==> config.mk <==
export PLATFORM = sky130hd
export DESIGN_NAME = uart_frame_tx
export DESIGN_NICKNAME = d
export VERILOG_FILES = /design/src/rtl/uart_frame_tx_pkg.sv /design/src/rtl/uart_tx_byte.sv /design/src/rtl/uart_frame_tx.sv
export SDC_FILE = /design/constraint.sdc
export NUM_CORES = 1
export LEC_CHECK = 0
export ABC_AREA = 1
export ABC_CLOCK_PERIOD_IN_PS = 4100
export BUFFER_PORTS_ARGS = -buffer_cell sky130_fd_sc_hd__buf_2
export CORE_MARGIN = 8
export CORE_UTILIZATION = 55
export CTS_CLUSTER_DIAMETER = 30
export CTS_CLUSTER_SIZE = 10
export DETAILED_ROUTE_END_ITERATION = 10
export GPL_TIMING_DRIVEN = 0
export PLACE_DENSITY = 0.76
export SLEW_MARGIN = 25
export SYNTH_ARGS = -nofsm -noshare
export SYNTH_HDL_FRONTEND = slang
export SYNTH_SLANG_ARGS = --single-unit
==> constraint.sdc <==
create_clock -name clk -period 4.1 [get_ports clk]
set_input_delay 0.41 -clock clk [delete_from_list [all_inputs] [get_ports clk]]
set_output_delay 0.41 -clock clk [all_outputs]
set_load 0.03 [all_outputs]
==> src/rtl/uart_frame_tx_pkg.sv <==
// Shared framing constants, FSM encoding and baud derivation for the host UART
// command/response path.
package uart_frame_tx_pkg;

    localparam int DEFAULT_CLK_FREQ = 50_000_000;
    localparam int DEFAULT_BAUD     = 115_200;
    localparam int CHAR_BITS        = 10;

    function automatic int clks_per_bit(input int clk_freq, input int baud);
        return clk_freq / baud;
    endfunction

    localparam int DEFAULT_CLKS_PER_BIT = clks_per_bit(DEFAULT_CLK_FREQ, DEFAULT_BAUD);

    localparam logic [7:0] FRAME_HDR0 = 8'h55;
    localparam logic [7:0] FRAME_HDR1 = 8'h5D;
    localparam logic [7:0] FRAME_TR0  = 8'h0D;
    localparam logic [7:0] FRAME_TR1  = 8'h0A;

    typedef enum logic [3:0] {
        ST_IDLE,
        ST_HDR0,
        ST_HDR1,
        ST_CMD,
        ST_LEN,
        ST_DATA,
        ST_TR0,
        ST_TR1,
        ST_DONE
    } frame_state_t;

endpackage

==> src/rtl/uart_tx_byte.sv <==
// 8N1 LSB-first character serializer. byte_ready rises in the last cycle of the
// stop bit so a waiting byte starts the next start bit with no idle gap.
module uart_tx_byte
    import uart_frame_tx_pkg::*;
#(
    parameter int CLKS_PER_BIT = DEFAULT_CLKS_PER_BIT
) (
    input  logic       clk,
    input  logic       rst,
    input  logic [7:0] byte_in,
    input  logic       byte_valid,
    output logic       byte_ready,
    output logic       tx
);

    localparam int CW = (CLKS_PER_BIT > 1) ? $clog2(CLKS_PER_BIT) : 1;
    localparam logic [CW-1:0] BAUD_LAST = CW'(CLKS_PER_BIT - 1);
    localparam logic [3:0]    BIT_LAST  = 4'(CHAR_BITS - 1);

    logic          active;
    logic [CW-1:0] baud_cnt;
    logic [3:0]    bit_idx;
    logic [7:0]    shreg;
    logic          bit_end;

    assign bit_end    = (baud_cnt == BAUD_LAST);
    assign byte_ready = !active || (bit_end && (bit_idx == BIT_LAST));

    always_ff @(posedge clk) begin
        if (rst) begin
            active   <= 1'b0;
            baud_cnt <= '0;
            bit_idx  <= '0;
            shreg    <= '0;
            tx       <= 1'b1;
        end else if (byte_valid && byte_ready) begin
            active   <= 1'b1;
            baud_cnt <= '0;
            bit_idx  <= '0;
            shreg    <= byte_in;
            tx       <= 1'b0;
        end else if (active) begin
            if (bit_end) begin
                baud_cnt <= '0;
                if (bit_idx == BIT_LAST) begin
                    active  <= 1'b0;
                    bit_idx <= '0;
                    tx      <= 1'b1;
                end else begin
                    bit_idx <= bit_idx + 4'd1;
                    // Slot k+1 carries data bit k; slot 9 is the stop bit.
                    tx      <= (bit_idx == 4'd8) ? 1'b1 : shreg[bit_idx[2:0]];
                end
            end else begin
                baud_cnt <= baud_cnt + CW'(1);
            end
        end
    end

endmodule

==> src/rtl/uart_frame_tx.sv <==
// Response-frame transmitter: 55 5D cmd len payload[len] 0D 0A on tx, one byte
// per FSM state, handed to uart_tx_byte.
module uart_frame_tx
    import uart_frame_tx_pkg::*;
#(
    parameter int CLK_FREQ = DEFAULT_CLK_FREQ,
    parameter int BAUD     = DEFAULT_BAUD
) (
    input  logic       clk,
    input  logic       rst,
    input  logic       start,
    input  logic [7:0] cmd,
    input  logic [7:0] len,
    input  logic [7:0] pl_data,
    input  logic       pl_valid,
    output logic       pl_ready,
    output logic       busy,
    output logic       done,
    output logic       tx
);

    localparam int CLKS_PER_BIT = clks_per_bit(CLK_FREQ, BAUD);

    frame_state_t state;
    logic [7:0]   cmd_q;
    logic [7:0]   len_q;
    logic [7:0]   remaining;
    logic         fix_valid;
    logic [7:0]   byte_in;
    logic         byte_valid;
    logic         byte_ready;
    logic         accept;

    always_comb begin
        byte_in = FRAME_HDR0;
        case (state)
            ST_HDR1: byte_in = FRAME_HDR1;
            ST_CMD:  byte_in = cmd_q;
            ST_LEN:  byte_in = len_q;
            ST_DATA: byte_in = pl_data;
            ST_TR0:  byte_in = FRAME_TR0;
            ST_TR1:  byte_in = FRAME_TR1;
            default: byte_in = FRAME_HDR0;
        endcase
    end

    assign byte_valid = (state == ST_DATA) ? pl_valid : fix_valid;
    assign pl_ready   = (state == ST_DATA) && byte_ready;
    assign accept     = byte_valid && byte_ready;

    always_ff @(posedge clk) begin
        if (rst) begin
            state     <= ST_IDLE;
            cmd_q     <= '0;
            len_q     <= '0;
            remaining <= '0;
            fix_valid <= 1'b0;
            busy      <= 1'b0;
            done      <= 1'b0;
        end else begin
            done <= 1'b0;
            case (state)
                ST_IDLE: begin
                    // The done cycle is not an accept cycle; start opens again after it.
                    if (start && !done) begin
                        cmd_q     <= cmd;
                        len_q     <= len;
                        remaining <= len;
                        busy      <= 1'b1;
                        state     <= ST_HDR0;
                    end
                end
                ST_HDR0: begin
                    // One cycle of settle before offering 0x55 puts its start bit
                    // two clocks after the start sample.
                    fix_valid <= 1'b1;
                    if (accept) state <= ST_HDR1;
                end
                ST_HDR1: if (accept) state <= ST_CMD;
                ST_CMD:  if (accept) state <= ST_LEN;
                ST_LEN: begin
                    if (accept) begin
                        if (len_q == 8'd0) begin
                            state <= ST_TR0;
                        end else begin
                            state     <= ST_DATA;
                            fix_valid <= 1'b0;
                        end
                    end
                end
                ST_DATA: begin
                    if (accept) begin
                        remaining <= remaining - 8'd1;
                        if (remaining == 8'd1) begin
                            state     <= ST_TR0;
                            fix_valid <= 1'b1;
                        end
                    end
                end
                ST_TR0: if (accept) state <= ST_TR1;
                ST_TR1: begin
                    if (accept) begin
                        state     <= ST_DONE;
                        fix_valid <= 1'b0;
                    end
                end
                ST_DONE: begin
                    if (byte_ready) begin
                        state <= ST_IDLE;
                        busy  <= 1'b0;
                        done  <= 1'b1;
                    end
                end
                default: state <= ST_IDLE;
            endcase
        end
    end

    uart_tx_byte #(
        .CLKS_PER_BIT(CLKS_PER_BIT)
    ) u_tx_byte (
        .clk       (clk),
        .rst       (rst),
        .byte_in   (byte_in),
        .byte_valid(byte_valid),
        .byte_ready(byte_ready),
        .tx        (tx)
    );

endmodule

==> results.toml, run 1 <==
[logic_synthesis]
syn_area_per_cell_um2 = 6.65
synth_largest_area_cell = "sky130_fd_sc_hd__dfxtp_1"
syn_area_um2 = 2840
synth-warning-count = 0
post_synthesis_net_count = 459
synth.area.top_cells = "sky130_fd_sc_hd__dfxtp_1 38%, sky130_fd_sc_hd__nor2_1 12%, sky130_fd_sc_hd__nand2_1 11%"
synth.yosys.seq_area_share_pct = 38.1
post-synth-top-area-fraction_pct = 38.1
synth_cell_types = 33
ys_ff_latch = 54
post_synth_inst_count = 427

[place]
place.gp.congestion = 0.909
numPortBuffers = 31
dpl.cell_count = 528
detailed_place_hpwl_um = 5340
preCtsSetupSlack_ns = 2.31

[die]
core-area_um2 = 5040
die_height_um = 87.9
floorplan.die_area_um2 = 7720
die_width_um = 87.9
num_ports = 32
effective_utilization_at_floorplan_pct = 56.3
fp-row-count = 26

[route]
first_iter_violations = 226
via_count = 2784
vias_per_cell = 5.19
drc = 0
drtPass1Iterations = 4
finalWirelength_um = 6890
post_drt_wl_per_cell_um = 12.9
antenna_violating_nets_remaining = 0

[timing]
finClkSkew_ns = 0.0149
number_of_hold_slack_violations_in_the_final_timing_report = 0
final-max-slew-violation-count = 0
fmax_ghz = 0.466
maxSlewHeadroom_pct = 61.8
layout_setup_ws_ns = 1.96
rsz0062_at_grt = "no"
report.final.setup_viol = 0
slew_at_the_pin_with_the_worst_max_slew_slack_ns = 0.572
min_period_ns = 2.14
setup-tns-final_ns = 0
share_of_the_cycle_needed_by_the_critical_path_after_routing_pct = 52.3

[clock_network]
tritoncts = "done"
cts_repair_resize_count = 0
root_buffer = "sky130_fd_sc_hd__clkbuf_8"
tritoncts.num_buffers = 5
worst_setup_hold_path_clk_slew_ns = 0.11
postCtsSetupBuffers = 0
cts-hold-fix-buffers = 0
skew_pair_late_insertion_delay_ns = 0.32
cts_buffer_depth = 2
h-tree-depth = 2
clock_sinks = 54

[pwr]
p_comb_share_pct = 43.2
power_report.internal_total_mw = 1.13
power_total_mw = 1.97
irDropWorstVdd_mv = 0.299
pwr_density_cell_nw_per_um2 = 615
sw_frac_of_total_pct = 42.5
power.leakage_nw = 1.40
proportion_of_power_drawn_by_flip_flops_and_latches_pct = 38.2
total_switching_power_mw = 0.835
power_share_of_the_clock_group_pct = 18.6

[global_routing]
antenna_found_initial = 0
number_of_global_route_vias_before_repair = 2575
grt.total_usage_pct = 18.9
grt_first_pass_wirelength_um = 11700
grt_start_max_net_pins = 18
globalRoute.totalOverflow = 0

[status]
run_status = "finished, final reports clean"

[layout]
area.growth.synth_to_final_pct = 12.6
final_cells = 536
n_diodes = 0
final_layout_size_suffix_gt1_share_pct = 13.9
finish.utilization_pct = 63.4
fillers = 490
finalNetCount = 497

[setup_path]
cp.arrival_ns = 1.73
timing_worst_setup_path_type = "flip-flop to primary output"
cp-start-kind = "flip-flop"
cp-end-kind = "primary output"
critPathRequiredTime_ns = 3.69
timing.critical_path.fanout_max = 6

[min_path]
hp-class = "primary input to flip-flop"

[run]
max_cap_violations = 0
-- per-layer routing --
layer / share of wire (%) / GRT usage, % / vias to the layer above
li1: - / - / 1457
met1: 47 / 24.6 / 1261
met2: 47 / 31.2 / 61
met3: 5.1 / 3.47 / 5
met4: 0.70 / 4.38 / 0
met5: 0 / 0 / -
-- logic make-up after synthesis --
group / count (synthesis) / share of synthesized area [%]
simple gates: 221 / 32.9
compound gates: 83 / 16.7
buf+inv: 58 / 8.46
flops: 54 / 38.1
xor+xnor: 7 / 2.16
fa+ha+maj: 4 / 1.76
-- critical path: stages (launching register included) --
cell and delay [ns]:
sky130_fd_sc_hd__dfxtp_1 0.44, sky130_fd_sc_hd__nand2_1 0.11, sky130_fd_sc_hd__nor2_1 0.18, sky130_fd_sc_hd__nand3_1 0.14, sky130_fd_sc_hd__nand2_2 0.15, sky130_fd_sc_hd__inv_1 0.09
sky130_fd_sc_hd__nor2_1 0.10, sky130_fd_sc_hd__buf_2 0.21
-- layout by cell type (no fill, tap or decap), drive strengths merged, types with 3 or more instances in the layout --
| cell | n |
|---|---|
| nand2 | 92 |
| o211ai | 3 |
| inv | 46 |
| o2111ai | 5 |
| a21oi | 27 |
| ha | 4 |
| nor2 | 93 |
| nor3 | 4 |
| nand3 | 26 |
| dfxtp | 54 |
| clkbuf | 10 |
| nor3b | 4 |
| xor2 | 6 |
| buf | 38 |
| o21ai | 43 |
-- sequential cells by signal, indices dropped and copies added, names as in the netlist, 4 cells and up --
| register | flops |
|---|---|
| len_q | 8 |
| u_tx_byte.baud_cnt | 9 |
| u_tx_byte.shreg | 8 |
| state | 4 |
| u_tx_byte.bit_idx | 4 |
| remaining | 8 |
| cmd_q | 8 |
-- cell type report --
cell class	count	area [µm²]	area share, %
buffer	12	65.1	2.04
clock buffer	5	68.8	2.15
clock inverter	3	45.0	1.41
inverter	46	175	5.48
multi-input combinational	315	1520	47.5
sequential	54	1080	33.8
tap	70	87.6	2.74
timing repair buffer	31	155	4.85
-- per-stage QoR --
step / hold WS, ns / instance area, µm²
final: 0.316 / 3200
after detailed placement: 0.460 / 3080
after floorplan: 0.437 / 2840
after global placement: 0.454 / 3080
after CTS: 0.321 / 3200
after global routing: 0.323 / 3200
-- power by group through the flow --
| stage | clock, mW | combinational [mW] | sequential (mW) |
|---|---|---|---|
| global route | 0.391 | 0.958 | 0.768 |
| CTS | 0.369 | 0.846 | 0.750 |
| detailed placement | 0 | 0.843 | 0.761 |
| floorplan | 0 | 0.649 | 0.754 |
| global placement | 0 | 0.826 | 0.758 |
| finish | 0.365 | 0.849 | 0.751 |
-- final timing paths --
path	startpoint	endpoint	slack [ns]	depth (start not counted)
setup / recovery	u_tx_byte.bit_idx[0]	pl_ready	1.96	7
hold / removal	rst	u_tx_byte.shreg[1]	0.32	2
setup reg to reg	u_tx_byte.bit_idx[0]	remaining[2]	2.31	12
hold reg to reg	u_tx_byte.shreg[3]	u_tx_byte.shreg[3]	0.47	2
-- synth_stat cells --
cell,count
sky130_fd_sc_hd__o21ai_0,36
sky130_fd_sc_hd__nand2_4,2
sky130_fd_sc_hd__a21oi_2,1
sky130_fd_sc_hd__nor3b_1,4
sky130_fd_sc_hd__clkbuf_1,5
sky130_fd_sc_hd__nor3_1,4
sky130_fd_sc_hd__o21ai_1,6
sky130_fd_sc_hd__buf_1,1
sky130_fd_sc_hd__a31oi_1,1
sky130_fd_sc_hd__a21oi_1,26
sky130_fd_sc_hd__or2_2,1
sky130_fd_sc_hd__o2111a_1,1
sky130_fd_sc_hd__nor2_4,2
sky130_fd_sc_hd__a31o_2,1
sky130_fd_sc_hd__dfxtp_1,54
sky130_fd_sc_hd__nand3_1,26
sky130_fd_sc_hd__buf_2,4
sky130_fd_sc_hd__inv_2,4
sky130_fd_sc_hd__nand4_1,1
sky130_fd_sc_hd__nand2_1,85
sky130_fd_sc_hd__o21ai_4,1
sky130_fd_sc_hd__inv_1,41
sky130_fd_sc_hd__xor2_1,6
sky130_fd_sc_hd__a211oi_1,2
sky130_fd_sc_hd__nand2_2,5
sky130_fd_sc_hd__xnor2_1,1
sky130_fd_sc_hd__ha_1,4
sky130_fd_sc_hd__buf_6,2
sky130_fd_sc_hd__nor2_2,2
sky130_fd_sc_hd__o211ai_1,3
sky130_fd_sc_hd__inv_4,1
sky130_fd_sc_hd__o2111ai_1,5
sky130_fd_sc_hd__nor2_1,89
Power figures use the tool's default switching activity.
==> run 2: changes to the inputs <==
ABC_AREA = 0   (was 1)
ABC_CLOCK_PERIOD_IN_PS = 2040   (was 4100)
clock period = 2.04 ns   (was 4.1 ns; I/O delays follow)
==> run 2 against run 1 <==
Compared with the run above: the flow now finishes with violations (setup timing); clock skew is 0.0017 ns lower; first-iteration DRC count is 60% higher; sequential share of layout area is 2.7 points lower; utilization is 6.3 points higher; die area is 0.40% higher; global-route usage is 1.5 points higher; critical path depth stayed put.
==> results.toml, run 2 <==
[layout]
register_area_um2 = 1090
largest_reg_flops = 9
n_diodes = 0
final_cells = 489
area.growth.synth_to_final_pct = 23.1
top_register = "u_tx_byte.baud_cnt"
finalNetCount = 451
final_layout_size_suffix_gt1_share_pct = 27.0
multiInputGateArea_um2 = 1790
mostFrequentLayoutCells = "58 x sky130_fd_sc_hd__nand2_1, 48 x sky130_fd_sc_hd__dfxtp_1, 34 x sky130_fd_sc_hd__a21oi_1"
fillers = 412
layout_commonest_cell = "sky130_fd_sc_hd__nand2_1"
finish.utilization_pct = 69.7

[timing]
fmax_ghz = 0.456
slew_at_the_pin_with_the_worst_max_slew_slack_ns = 0.724
final-max-slew-violation-count = 0
share_of_the_cycle_needed_by_the_critical_path_after_routing_pct = 107
rsz0062_at_grt = "yes"
finClkSkew_ns = 0.0132
layout_setup_ws_ns = -0.152
setup-tns-final_ns = -2.06
report.final.setup_viol = 24
number_of_hold_slack_violations_in_the_final_timing_report = 0
maxSlewHeadroom_pct = 51.7
min_period_ns = 2.19

[global_routing]
number_of_global_route_vias_before_repair = 2654
globalRoute.totalOverflow = 0
grt_start_max_net_pins = 16
grt.total_usage_pct = 20.4
antenna_found_initial = 0
grt_first_pass_wirelength_um = 12700

[route]
first_iter_violations = 361
antenna_violating_nets_remaining = 0
vias_per_cell = 6.00
via_count = 2934
post_drt_wl_per_cell_um = 16.3
finalWirelength_um = 7990
drtPass1Iterations = 5
drc = 0

[die]
num_ports = 32
core-area_um2 = 5040
die_width_um = 88.0
fp-row-count = 26
die_height_um = 88.0
effective_utilization_at_floorplan_pct = 56.6
floorplan.die_area_um2 = 7750

[min_path]
hp-class = "primary input to flip-flop"
hold_depth = 3
hold_path_startpoint = "cmd[7]"
hold_path_end = "cmd_q[7]"

[place]
detailed_place_hpwl_um = 5370
place.gp.congestion = 0.926
preCtsSetupSlack_ns = -0.288
numPortBuffers = 30
dpl.cell_count = 465

[setup_path]
timing.rr.end = "remaining[1]"
cp_cell_sequence = "or4b_4, o31a_1, buf_4, o21ai_4, buf_12, mux2i_1, nor2_1"
critical_path_buf_inv_count = 2
cp-start-kind = "flip-flop"
critPathRequiredTime_ns = 2.22
worst-r2r-setup-slack_ns = -0.15
cp.arrival_ns = 2.37
worstRegToRegCells = 7
timing.critical_path.fanout_max = 5
timing_worst_setup_path_type = "flip-flop to flip-flop"
reg2reg_from = "u_tx_byte.baud_cnt[3]"
highest_delay_cell_along_the_critical_path = "sky130_fd_sc_hd__or4b_4"
cp-end-kind = "flip-flop"
critical_path.max_stage_delay_ns = 0.57
cp_top_family = "simple AND/OR/NAND/NOR gates"

[pwr]
pwr_density_cell_nw_per_um2 = 992
power_total_mw = 3.49
irDropWorstVdd_mv = 0.545
power.leakage_nw = 1.28

[logic_synthesis]
synth.area.top_cells = "sky130_fd_sc_hd__dfxtp_1 38%, sky130_fd_sc_hd__nand2_1 8.2%, sky130_fd_sc_hd__a21oi_1 6.8%"
synth_cell_types = 60
syn_area_per_cell_um2 = 7.82
synth_xor_xnor_area_share_pct = 3.07
synth_edf_count = 0
ys_ff_latch = 54
synth_largest_area_cell = "sky130_fd_sc_hd__dfxtp_1"
synthSimpleGateAreaFrac_pct = 26.6
syn_area_um2 = 2850
post_synth_inst_count = 365
adder_cell_area_share_of_the_yosys_netlist_pct = 1.75
asyncSetResetFlopFracSynth_pct = 0
dominantRegCellSynth = "sky130_fd_sc_hd__dfxtp_1"
post-synth-top-area-fraction_pct = 37.9
synth.mux.area_fraction_pct = 2.54
post_synthesis_net_count = 397
synth_top_family_by_area = "simple AND/OR/NAND/NOR gates"
synth-warning-count = 0
synth_top_cells_by_count = "62 x sky130_fd_sc_hd__nand2_1, 54 x sky130_fd_sc_hd__dfxtp_1, 39 x sky130_fd_sc_hd__a21oi_1"
synth.yosys.seq_area_share_pct = 37.9
synth_compound_gate_area_share_pct = 23.5
synthMostInstantiatedCell = "sky130_fd_sc_hd__nand2_1"

[clock_network]
h-tree-depth = 2
tritoncts = "done"
cts_buffer_depth = 2
clock_sinks = 54
cts-hold-fix-buffers = 0
tritoncts.num_buffers = 5
root_buffer = "sky130_fd_sc_hd__clkbuf_8"
worst_setup_hold_path_clk_slew_ns = 0.10
skew_pair_late_insertion_delay_ns = 0.31

[run]
max_cap_violations = 0

[status]
violations_in_the_final_reports = "setup timing"
run_status = "finished with violations"
[run 2: worst min-delay path: cells and delay by family]
kind	cells	cell delay, ns
buf+inv	1	0.10
simple gates	1	0.04
compound gates	1	0.05
[run 2: cell families after synthesis]
group	after synthesis
AND/OR/NAND/NOR	154
AO/OA/AOI/OAI	103
buffers and inverters	33
XOR/XNOR	10
flip-flops	54
adder cells (fa/ha/maj)	4
multiplexers	7
[run 2: layer usage]
layer / share of wire, % / vias to the layer above / global-route usage, %
li1: - / 1415 / -
met1: 44 / 1386 / 26.3
met2: 47 / 115 / 32.9
met3: 6.6 / 18 / 3.66
met4: 2.0 / 0 / 7.37
met5: 0 / - / 0
[run 2: layout make-up]
cell class              instances  area share, %
clock buffers                   6           2.06
clock inverters                 1          0.214
plain buffers                  20           2.60
well taps                      70           2.49
multi-input cells             278           51.0
repair buffers                 48           9.22
inverters                      12           1.28
flip-flops and latches         54           31.1
[run 2: worst max-delay path by stage]
stage,from,endpoint,cells after the start
2_1_floorplan,u_tx_byte.baud_cnt[6],remaining[6],5
3_3_place_gp,state[0],state[0],6
3_5_place_dp,state[0],state[0],6
4_1_cts,u_tx_byte.bit_idx[0],pl_ready,4
5_1_grt,u_tx_byte.baud_cnt[2],u_tx_byte.shreg[3],7
6_report,u_tx_byte.baud_cnt[3],remaining[1],7
[run 2: stage by stage]
| stage | hold WS, ns | instance area [µm²] |
|---|---|---|
| 4_1_cts | 0.123 | 3340 |
| 3_5_place_dp | 0.449 | 3090 |
| 2_1_floorplan | 0.340 | 2850 |
| 3_3_place_gp | 0.437 | 3090 |
| 5_1_grt | 0.124 | 3510 |
| 6_report | 0.116 | 3510 |
[run 2: power by group]
part           internal (mW)  switching [mW]  leakage (nW)  total (mW)
registers               1.22           0.151         0.444        1.37
clock network          0.236           0.347        0.0373       0.584
logic                  0.615           0.913         0.794        1.53
[run 2: what timing repair did]
item | CTS | global route
setup buffers | 13 | 6
pin swaps | 16 | 19
endpoints found under the hold margin | 0 | 0
endpoints found under the setup margin | 35 | 40
resized for setup | 24 | 35
cloned | 0 | 0
==> run 3: changes to the inputs <==
CORE_ASPECT_RATIO = 0.6   (was default)
==> run 3 against run 2 <==
Compared with the run above: the run still ends with setup timing left; cell area grew 1.1%; setup slack better by 0.040 ns; final cell count up 0.61%; sequential share of layout area down 0.16 points; fmax grew 1.9%; sequential cell count is the same; clock skew shrank 0.0031 ns; routed wire length grew 14%; count of clock-buffer cells in the layout is the same; non-clock buffer count is 5 higher.
==> results.toml, run 3 (synthesized netlist as in run 2, its figures left out) <==
[layout]
largest_reg_flops = 9
final_layout_size_suffix_gt1_share_pct = 28.4
mostFrequentLayoutCells = "61 x sky130_fd_sc_hd__nand2_1, 45 x sky130_fd_sc_hd__dfxtp_1, 37 x sky130_fd_sc_hd__a21oi_1"
fillers = 405
final_cell_area_um2 = 3550
finish.utilization_pct = 70.6
layout_commonest_cell = "sky130_fd_sc_hd__nand2_1"
top_register = "u_tx_byte.baud_cnt"
n_diodes = 0
finalNetCount = 457
area.growth.synth_to_final_pct = 24.5

[min_path]
hold_path_startpoint = "cmd[3]"
hold_depth = 3
hold_path_end = "cmd_q[3]"
hp-class = "primary input to flip-flop"

[clock_network]
root_buffer = "sky130_fd_sc_hd__clkbuf_8"
tritoncts.num_buffers = 5
worst_setup_hold_path_clk_slew_ns = 0.10
clock_sinks = 54
cts_buffer_depth = 2
h-tree-depth = 2
skew_pair_late_insertion_delay_ns = 0.32
tritoncts = "done"

[global_routing]
grt.total_usage_pct = 23.0
grt_most_used_layer = "met1"
antenna_found_initial = 0
grt_first_pass_wirelength_um = 14200
gr-usage-met1_pct = 34.4
number_of_global_route_vias_before_repair = 2763
groute.layer.met2.usage_pct = 28.9
grt_start_max_net_pins = 17
grtUsageMet3_pct = 8.86
globalRoute.totalOverflow = 0

[timing]
share_of_the_cycle_needed_by_the_critical_path_after_routing_pct = 105
number_of_hold_slack_violations_in_the_final_timing_report = 0
rsz0062_at_grt = "yes"
finClkSkew_ns = 0.0102
fmax_ghz = 0.465
final-max-slew-violation-count = 0
min_period_ns = 2.15
report.final.setup_viol = 12
maxSlewHeadroom_pct = 48.9
layout_setup_ws_ns = -0.111
slew_at_the_pin_with_the_worst_max_slew_slack_ns = 0.759

[setup_path]
cp_cell_sequence = "or4bb_4, buf_4, o31ai_4, a21oi_2, or4_4, a21oi_2"
worstRegToRegCells = 6
cp-start-kind = "flip-flop"
timing.rr.end = "state[3]"
highest_delay_cell_along_the_critical_path = "sky130_fd_sc_hd__or4bb_4"
reg2reg_from = "u_tx_byte.bit_idx[0]"
timing_worst_setup_path_type = "flip-flop to flip-flop"
critical-path-top-cell-by-count = "sky130_fd_sc_hd__a21oi_2"
cp-end-kind = "flip-flop"
critical_path.max_stage_delay_ns = 0.57
worst-r2r-setup-slack_ns = -0.11
cp.arrival_ns = 2.41
critPathRequiredTime_ns = 2.30
timing.critical_path.fanout_max = 4

[place]
numPortBuffers = 30
preCtsSetupSlack_ns = -0.272
place.gp.congestion = 0.998
detailed_place_hpwl_um = 6250
placedInstanceArea_um2 = 3090

[route]
finalWirelength_um = 9150
vias_per_cell = 6.21
drc = 0
first_iter_violations = 306
via_count = 3056
drtPass1Iterations = 5
post_drt_wl_per_cell_um = 18.6
antenna_violating_nets_remaining = 0

[status]
run_status = "finished with violations"
violations_in_the_final_reports = "setup timing"

[pwr]
pwr_density_cell_nw_per_um2 = 1020
irDropWorstVdd_mv = 0.493
power.leakage_nw = 1.31
power_total_mw = 3.63

[die]
num_ports = 32
die_width_um = 109
effective_utilization_at_floorplan_pct = 56.7
core-area_um2 = 5030
die_height_um = 71.8
floorplan.die_area_um2 = 7830
fp-row-count = 20

[run]
max_cap_violations = 0
-- run 3: cell count changes in the layout (fill, tap and decap cells not counted), moves of 3 or more --
| cell | change |
|---|---|
| sky130_fd_sc_hd__dfxtp_1 | -3 |
| sky130_fd_sc_hd__nand2_4 | -3 |
| sky130_fd_sc_hd__a21oi_2 | -3 |
| sky130_fd_sc_hd__nand2_1 | +3 |
| sky130_fd_sc_hd__a21oi_1 | +3 |
| sky130_fd_sc_hd__buf_4 | +6 |
-- run 3: what timing repair did --
item | CTS | global route
resized for setup | 19 | 43
pin swaps | 15 | 15
cloned | 1 | 1
hold buffers | 0 | 0
buffers inserted | 11 | 11
endpoints found under the hold margin | 0 | 0
setup endpoints to repair | 34 | 40
-- run 3: through the flow --
step	setup TNS, ns	hold WS (ns)	std cells
after floorplan	0	0.340	365
after global placement	-2.16	0.439	461
after detailed placement	-2.69	0.445	461
after CTS	-0.733	0.117	480
after global routing	-1.22	0.124	492
final	-0.474	0.118	492
-- run 3: worst max-delay path, delay by kind of cell, from the launching register on --
| kind | cells | cell delay (ns) |
|---|---|---|
| buf+inv | 1 | 0.17 |
| flops | 1 | 0.36 |
| compound gates | 3 | 0.50 |
| simple gates | 2 | 1.07 |
-- run 3: metal layers --
layer	wire length [µm]	vias up	share of wire, %
li1	-	1433	-
met1	4110	1425	45
met2	3690	177	40
met3	1180	21	13
met4	157	0	1.7
met5	0	-	0
-- run 3: how the worst max path moves through the flow --
| stage | cells after the start | end | startpoint | slack [ns] |
|---|---|---|---|---|
| detailed placement | 6 | u_tx_byte.baud_cnt[1] | state[2] | -0.27 |
| global placement | 6 | state[0] | state[0] | -0.24 |
| global route | 6 | state[3] | u_tx_byte.bit_idx[1] | -0.16 |
| finish | 6 | state[3] | u_tx_byte.bit_idx[0] | -0.11 |
| floorplan | 5 | remaining[6] | u_tx_byte.baud_cnt[6] | 0.05 |
| CTS | 4 | pl_ready | u_tx_byte.bit_idx[0] | -0.10 |
-- run 3: area by class of cell --
| type | instances | area [µm²] | share of cell area [%] |
|---|---|---|---|
| multi-input cells | 279 | 1800 | 50.7 |
| flip-flops and latches | 54 | 1100 | 31.0 |
| repair buffers | 53 | 334 | 9.40 |
| plain buffers | 20 | 96.3 | 2.71 |
| clock buffers | 6 | 82.6 | 2.32 |
| well taps | 66 | 82.6 | 2.32 |
| inverters | 12 | 45.0 | 1.27 |
| clock inverters | 2 | 12.5 | 0.352 |
-- run 3: report_power, final --
| group | internal [mW] | switching [mW] |
|---|---|---|
| Sequential | 1.23 | 0.166 |
| Clock | 0.274 | 0.364 |
| Combinational | 0.620 | 0.976 |
| Total | 2.12 | 1.51 |
